**config.mk**
```make
export PLATFORM = sky130hd
export DESIGN_NAME = out_port_arb
export DESIGN_NICKNAME = d
export VERILOG_FILES = /design/src/rtl/out_port_arb.sv
export SDC_FILE = /design/constraint.sdc
export NUM_CORES = 1
export LEC_CHECK = 0
export ABC_AREA = 1
export BUFFER_PORTS_ARGS = -buffer_cell sky130_fd_sc_hd__buf_2
export CAP_MARGIN = 20
export CORE_UTILIZATION = 45
export CTS_CLUSTER_SIZE = 30
export DETAILED_ROUTE_END_ITERATION = 12
export SLEW_MARGIN = 15
export SYNTH_ARGS = -nofsm -noshare
export SYNTH_HDL_FRONTEND = slang
export SYNTH_SLANG_ARGS = --single-unit
```
**constraint.sdc**
```tcl
create_clock -name clk -period 4.1 [get_ports clk]
set_clock_uncertainty 0.1 [all_clocks]
set_input_delay 0.82 -clock clk [delete_from_list [all_inputs] [get_ports clk]]
set_output_delay 0.82 -clock clk [all_outputs]
set_load 0.005 [all_outputs]
```
**src/rtl/out_port_arb.sv**
```systemverilog
// out_port_arb: credit-gated round-robin arbiter for one router output port.
// Five requesters (N,S,E,W,L) compete for a single output; a grant is issued
// only while the downstream buffer has a free slot. Grants are registered and
// appear one cycle after the request is sampled.
// Optional build macro OUT_ARB_CREDIT_CHK_EN: enables the sticky credit
// overflow flag on err_o. Without it err_o is tied low.
module out_port_arb #(
   parameter int unsigned CREDITS = 4,
   parameter int unsigned CW      = 4
) (
   input  logic          clk,
   input  logic          rst,
   input  logic [4:0]    req_i,
   input  logic          incr_i,
   output logic [4:0]    grant_o,
   output logic          valid_o,
   output logic [CW-1:0] credits_o,
   output logic          err_o
);

   localparam int unsigned NUM_PORTS = 5;
   localparam int unsigned PTR_W     = 3;
   localparam logic [PTR_W-1:0] PTR_RST = PTR_W'(NUM_PORTS - 1);
   localparam logic [CW-1:0]    CNT_MAX = CW'(CREDITS);

   typedef enum logic [1:0] {
      S_IDLE  = 2'd0,
      S_GRANT = 2'd1,
      S_STALL = 2'd2
   } state_t;

   state_t                 state;
   logic [PTR_W-1:0]       ptr;
   logic [CW-1:0]          cnt;
   logic [NUM_PORTS-1:0]   grant_q;

   logic                   grant_issue;
   logic [PTR_W-1:0]       win_idx;
   logic [PTR_W-1:0]       cand;
   logic                   found;
   logic [NUM_PORTS-1:0]   win_onehot;
   logic [CW-1:0]          cnt_next;

   // A grant needs a request and a credit that was already registered.
   assign grant_issue = (|req_i) && (cnt != '0);

   // Round-robin search starting one above the last winner.
   always_comb begin
      win_idx = ptr;
      cand    = '0;
      found   = 1'b0;
      for (int unsigned i = 1; i <= NUM_PORTS; i++) begin
         cand = PTR_W'((32'(ptr) + i) % NUM_PORTS);
         if (!found && req_i[cand]) begin
            found   = 1'b1;
            win_idx = cand;
         end
      end
   end

   assign win_onehot = {{(NUM_PORTS - 1){1'b0}}, 1'b1} << win_idx;

   // Credit counter: consume on grant, return on incr_i, saturate at CREDITS.
   always_comb begin
      cnt_next = cnt;
      if (grant_issue && !incr_i) begin
         cnt_next = cnt - CW'(1);
      end else if (!grant_issue && incr_i && (cnt != CNT_MAX)) begin
         cnt_next = cnt + CW'(1);
      end
   end

   // Arbitration state, pointer, credit count and registered grant.
   always_ff @(posedge clk or negedge rst) begin
      if (!rst) begin
         state   <= S_IDLE;
         ptr     <= PTR_RST;
         cnt     <= CNT_MAX;
         grant_q <= '0;
      end else begin
         cnt <= cnt_next;
         if (grant_issue) begin
            state   <= S_GRANT;
            ptr     <= win_idx;
            grant_q <= win_onehot;
         end else begin
            grant_q <= '0;
            state   <= (|req_i) ? S_STALL : S_IDLE;
         end
      end
   end

   assign grant_o   = grant_q;
   assign valid_o   = (state == S_GRANT);
   assign credits_o = cnt;

`ifdef OUT_ARB_CREDIT_CHK_EN
   logic overflow;
   logic err_q;

   // A credit returned while already full with nothing consumed is an overflow.
   assign overflow = incr_i && !grant_issue && (cnt == CNT_MAX);

   // Sticky overflow flag, cleared only by reset.
   always_ff @(posedge clk or negedge rst) begin
      if (!rst) begin
         err_q <= 1'b0;
      end else if (overflow) begin
         err_q <= 1'b1;
      end
   end

   assign err_o = err_q;
`else
   assign err_o = 1'b0;
`endif

endmodule

```
==> results of run 1 <==
-- synth_stat cells, types with 2 or more instances --
master	instances
o21ai_0	11
o211ai_1	3
a21oi_1	5
nor2_4	2
nand3_4	2
fa_1	2
or2_2	2
nand2_1	101
nor2_1	23
nand3_1	42
dfstp_2	2
inv_1	45
o21ai_1	4
xnor2_1	2
buf_2	2
ha_1	28
clkinv_1	2
nor3_1	2
nand3b_1	3
inv_2	7
clkbuf_1	3
o21a_1	2
a21oi_2	3
nand4_1	11
nand2_2	9
dfrtp_1	12
xor2_1	6
nand2_4	4
nand3_2	2
-- worst reg2reg max path, cell delays in order (launching register included) --
cell and delay, ns:
dfrtp_2 0.43, inv_1 0.08, buf_4 0.18, ha_1 0.31
buf_4 0.20, clkinvlp_4 0.15, ha_1 0.21, inv_1 0.05
ha_1 0.21, nand3b_1 0.17, nand2_2 0.13, nand2_4 0.08
nand2_2 0.07, xor2_2 0.22, inv_1 0.10, nand2_4 0.13
nand4_1 0.23, nor2_1 0.16, nor2_1 0.05, nand2_1 0.06
nand2_1 0.04, nand2_1 0.11, nand2_1 0.09, nor2_1 0.12
-- cell type report --
cell class | count | area [um^2]
repair buffers | 32 | 198
clock buffers | 4 | 55.1
multi-input cells | 276 | 1730
flip-flops and latches | 14 | 354
fillers | 501 | 2160
well taps | 67 | 83.8
inverters | 54 | 206
-- logic make-up after synthesis --
family | synth area share [%]
XOR/XNOR | 3.83
AO/OA/AOI/OAI | 8.83
adder cells (fa/ha/maj) | 17.3
AND/OR/NAND/NOR | 43.9
other | 0.166
flip-flops | 15.7
buffers and inverters | 10.3
-- layer usage --
layer	routed length (um)	global-route usage, %
met5	0	0
met4	78	3.70
met1	2530	28.8
met2	2550	36.9
met3	166	2.90
-- sequential cells by signal (all words and copies together) (netlist names) --
signal,cells
credits_o,4
state,2
ptr,3
grant_o,5
-- per-stage QoR --
stage               utilization [%]  setup TNS, ns  hold WS (ns)  setup slack [ns]
global placement               51.3              0         0.380             0.179
CTS                            52.4              0         0.372            0.0566
floorplan                         -              0         0.384             0.343
global route                   54.8        -0.0126         0.379           -0.0126
detailed placement             51.3              0         0.381            0.0821
finish                         54.8              0         0.360             0.342
-- timing repair --
action                                  4_1_cts  5_1_grt
hold buffers                                  0        0
endpoints found under the setup margin        0        8
gates resized for setup                       0       15
setup buffers                                 0        7
-- path summary, 6_finish.rpt --
| kind | start | endpoint | cells after the start |
|---|---|---|---|
| setup / recovery | ptr[1] | grant_o[3] | 23 |
| hold / removal | rst | grant_o[2] | 1 |
| setup reg to reg | ptr[1] | grant_o[3] | 23 |
| hold reg to reg | credits_o[3] | credits_o[3] | 1 |
| max in group asynchronous | rst | credits_o[2] | 1 |
| min in group clk | credits_o[3] | credits_o[3] | 1 |
==> results by group, run 1 <==
Cells and area
  – Area Growth Syn to Fin: 16.4%
  – Most frequent cells in the layout: nand2_1 (99), inv_1 (44), nand3_1 (41)
  – Fin cells: 447
  – Commonest non-fill, non-tap cell in the layout: nand2_1
  – Cell area after layout: 0.00262 mm^2
  – Antenna cells: 0
  – Layout cells sized above 1: 22.4%
  – Fin nets: 419

Floorplan
  – Ports: 19
  – Die footprint: 0.00529 mm^2
  – Initial cell density of the core: 47.1%
  – Core area: 0.00479 mm^2
  – DIE WIDTH: 72.8 um
  – Site Rows: 25
  – Chip height: 72.8 um

Synth
  – Synth unique cells: 37
  – Yosys top cell area share: 16.8%
  – Post-synthesis cell area: 0.00225 mm^2
  – Async SR Flop Fraction: 100%
  – Most used flip-flop cell after synthesis: dfrtp_1
  – Cell taking the most area after synthesis: nand2_1
  – Yosys warnings: 0
  – Syn Inst Count: 350
  – Dominant cells by area after synthesis: nand2_1 (17%), ha_1 (16%), dfrtp_1 (13%), nand3_1 (9.3%), inv_1 (7.5%)
  – Syn nets: 388
  – Synthesized area per cell: 6.44 um^2
  – Register area share after synthesis: 15.7%
  – #FFs+latches synth: 14
  – Post-synth EDFFs: 0

Worst setup path
  – Crit path max fanout: 10
  – Critical Path AT: 3.84 ns
  – Crit-path max cell delay: 0.43 ns
  – Most common cell on crit path: nand2_1
  – Worst setup SP type: flip-flop
  – Crit-path slowest cell: dfrtp_2
  – CP bufs+invs: 6
  – Req. time, crit path: 4.18 ns
  – Worst R2R Setup Slack: 0.34 ns
  – Critical Path Sink Type: flip-flop
  – CP cell instances: inv_1 -> buf_4 -> ha_1 -> buf_4 -> clkinvlp_4 -> ha_1 -> inv_1 -> ha_1 -> nand3b_1 -> nand2_2 -> nand2_4 -> nand2_2 -> xor2_2 -> inv_1 -> nand2_4 -> nand4_1 -> nor2_1 -> nor2_1 -> nand2_1 -> nand2_1 -> nand2_1 -> nand2_1 -> nor2_1
  – CP Class: reg -> reg
  – Crit-path leading delay family: simple AND/OR/NAND/NOR gates

CTS
  – Clock Sink Count: 14
  – Root buf cell: clkbuf_8
  – TritonCTS clock tree: yes
  – Skew-Pair Late Insertion Delay: 0.25 ns
  – CTS clk-pin slew, worst paths: 0.06 ns
  – CTS Buf Count: 3
  – H-tree depth: 1
  – Maximum clock insertion buffer count: 2

STA
  – Fin crit share: 91.7%
  – F_max: 266 MHz
  – Worst Tran Pin Value: 0.509 ns
  – Final setup fails: 0
  – Final min period: 3.76 ns
  – Max transition margin: 66.0%
  – Pins Over Slew Limit: 0
  – Final Hold Vio Count: 0

GRT
  – Initial antenna violation count: 0
  – GRT Total Usage: 21.4%
  – Global-route wire length before repair: 8.87 mm
  – Grt ovf: 0
  – Largest net degree at the start of global routing: 15
  – Vias in the first global route: 1,947

Job
  – Max-capacitance violation count: 0

Hold path
  – Hold Crit Class: in -> async

Routing
  – Vias per inst: 4.96
  – DRT iter0 DRCs: 121
  – Post-DR wirelength/cell: 11.9 um
  – DRC: 0
  – Routed WL: 5.33 mm
  – DR pass1 iterations: 4
  – Routed Antenna Nets: 0
  – Via Count: 2,219

Placed design
  – Buffers on Ports: 17
  – Placed Cells incl. Taps: 436
  – Post-DP HPWL: 4.29 mm
  – Final Wtd Congestion: 0.920
  – Placed inst area: 0.00245 mm^2

Outcome
  – Run status: completed
Power of run 1 is not shown: default switching activity piles up to over one toggle a cycle in this logic, so the estimate is an artifact.
==> run 2: changes to the inputs <==
--- a/config.mk
+++ b/config.mk
@@ -11,6 +11,7 @@
 export CORE_UTILIZATION = 45
 export CTS_CLUSTER_SIZE = 30
 export DETAILED_ROUTE_END_ITERATION = 12
+export SETUP_SLACK_MARGIN = 0.5
 export SLEW_MARGIN = 15
 export SYNTH_ARGS = -nofsm -noshare
 export SYNTH_HDL_FRONTEND = slang
==> constraint.sdc (replaced) <==
create_clock -name clk -period 3.5 [get_ports clk]
set_clock_uncertainty 0.1 [all_clocks]
set_input_delay 0.7 -clock clk [delete_from_list [all_inputs] [get_ports clk]]
set_output_delay 0.7 -clock clk [all_outputs]
set_load 0.005 [all_outputs]
==> results by group, run 2 (same netlist as run 1, synthesis figures left out) <==
Routing
  – Vias per inst: 4.91
  – DR pass1 iterations: 4
  – Routed Antenna Nets: 0
  – Routed WL: 5.63 mm
  – Via Count: 2,311
  – DRT iter0 DRCs: 96
  – Post-DR wirelength/cell: 12.0 um
  – DRC: 0

GRT
  – Largest net degree at the start of global routing: 15
  – Vias in the first global route: 2,184
  – Grt ovf: 0
  – Initial antenna violation count: 0
  – Global-route wire length before repair: 9.52 mm
  – GRT Total Usage: 22.6%

STA
  – F_max: 282 MHz
  – Min Hold Slack: 0.247 ns
  – PnR worst setup slack: -0.0433 ns
  – RSZ-0062 raised after global routing: true
  – Fin crit share: 101%
  – Final Hold Vio Count: 0
  – Final setup fails: 5
  – Pins Over Slew Limit: 0
  – Final min period: 3.54 ns
  – Final setup TNS: -0.141 ns

Outcome
  – Run status: finished, violations left
  – Failing checks: setup timing

CTS
  – Skew-Pair Late Insertion Delay: 0.24 ns
  – Clock Sink Count: 14
  – CTS Buf Count: 3
  – H-tree depth: 1
  – TritonCTS clock tree: yes
  – Maximum clock insertion buffer count: 2
  – Root buf cell: clkbuf_8
  – CTS clk-pin slew, worst paths: 0.06 ns

Cells and area
  – Number of flip-flops in the largest register: 5
  – Most frequent cells in the layout: nand2_1 (86), inv_1 (40), nand3_1 (37), buf_4 (37), ha_1 (23)
  – Antenna cells: 0
  – Fin nets: 443
  – Layout cells sized above 1: 35.6%
  – Commonest non-fill, non-tap cell in the layout: nand2_1
  – Area Growth Syn to Fin: 30.8%

Floorplan
  – Initial cell density of the core: 47.1%
  – Site Rows: 25
  – DIE WIDTH: 72.8 um
  – Die footprint: 0.00529 mm^2
  – Chip height: 72.8 um
  – Ports: 19
  – Core area: 0.00479 mm^2

Worst setup path
  – Critical Path Sink Type: flip-flop
  – Crit path max fanout: 6
  – CP cell instances: inv_4 -> buf_4 -> ha_1 -> ha_1 -> or2_2 -> buf_4 -> ha_1 -> inv_1 -> nand4_1 -> nand2_2 -> nand2_2 -> nand2_1 -> nand2_2 -> inv_4 -> nand2_1 -> nand3_1 -> nand3_1 -> nand3_2 -> nor2_4 -> a21oi_1 -> nand2_2 -> nand2_2 -> nand3_2 -> nor2_2
  – Crit-path max cell delay: 0.55 ns
  – Req. time, crit path: 3.58 ns
  – Critical Path AT: 3.62 ns
  – CP Class: reg -> reg
  – Crit-path leading delay family: simple AND/OR/NAND/NOR gates
  – Most common cell on crit path: nand2_2
  – CP Depth: 24
  – Worst setup SP type: flip-flop
  – Crit-path slowest cell: dfstp_2
  – Reg2Reg Depth: 24
  – CP bufs+invs: 5

Placed design
  – Post-DP HPWL: 4.53 mm
  – Dpl ws: -0.214 ns
  – Buffers on Ports: 17
  – Final Wtd Congestion: 0.906

Job
  – Max-capacitance violation count: 0

Hold path
  – Hold Crit Class: in -> async
-- run 2: changes by cell type in the layout (fill, tap and decap cells not counted), sizes merged --
cell	delta
buf	+24
clkinvlp	-1
inv	+1
-- run 2: repair_timing --
action,CTS,global route
endpoints found under the setup margin,8,8
setup buffers,4,5
pin swaps,30,23
gates resized for setup,29,20
hold buffers,0,0
-- run 2: layout make-up --
cell class,count,area (um^2)
well taps,67,83.8
multi-input cells,276,1870
fillers,481,1840
repair buffers,56,385
clock buffers,4,45.0
inverters,54,209
flip-flops and latches,14,355
-- run 2: final timing paths --
path / slack (ns) / end / start
worst max-delay path: -0.04 / grant_o[2] / ptr[2]
worst min-delay path: 0.25 / grant_o[2] / rst
worst max register to register: -0.04 / grant_o[2] / ptr[2]
worst min register to register: 0.39 / credits_o[3] / credits_o[3]
max in group asynchronous: 2.76 / credits_o[2] / rst
min in group clk: 0.39 / credits_o[3] / credits_o[3]
-- run 2: metrics by stage --
step           cells  instance area (um^2)  utilization [%]
6_report         471                  2950             61.6
3_3_place_gp     458                  2670             55.8
4_1_cts          466                  2840             59.2
3_5_place_dp     458                  2670             55.8
2_1_floorplan    350                  2310                -
5_1_grt          471                  2950             61.6
-- run 2: worst register-to-register path, delay by kind of cell (launching register included) --
kind / cells / cell delay [ns]
flip-flops: 1 / 0.55
adder cells (fa/ha/maj): 3 / 0.66
buffers and inverters: 5 / 0.47
AND/OR/NAND/NOR: 15 / 1.54
AO/OA/AOI/OAI: 1 / 0.17
-- run 2: per-layer routing --
| layer | wire, um | global-route usage [%] | vias up |
|---|---|---|---|
| met1 | 2700 | 29.6 | 1037 |
| met2 | 2690 | 40.6 | 38 |
| li1 | - | - | 1228 |
| met5 | 0 | 0 | - |
| met3 | 149 | 2.49 | 8 |
| met4 | 89 | 3.49 | 0 |
Power of run 2 is left out for the same reason.
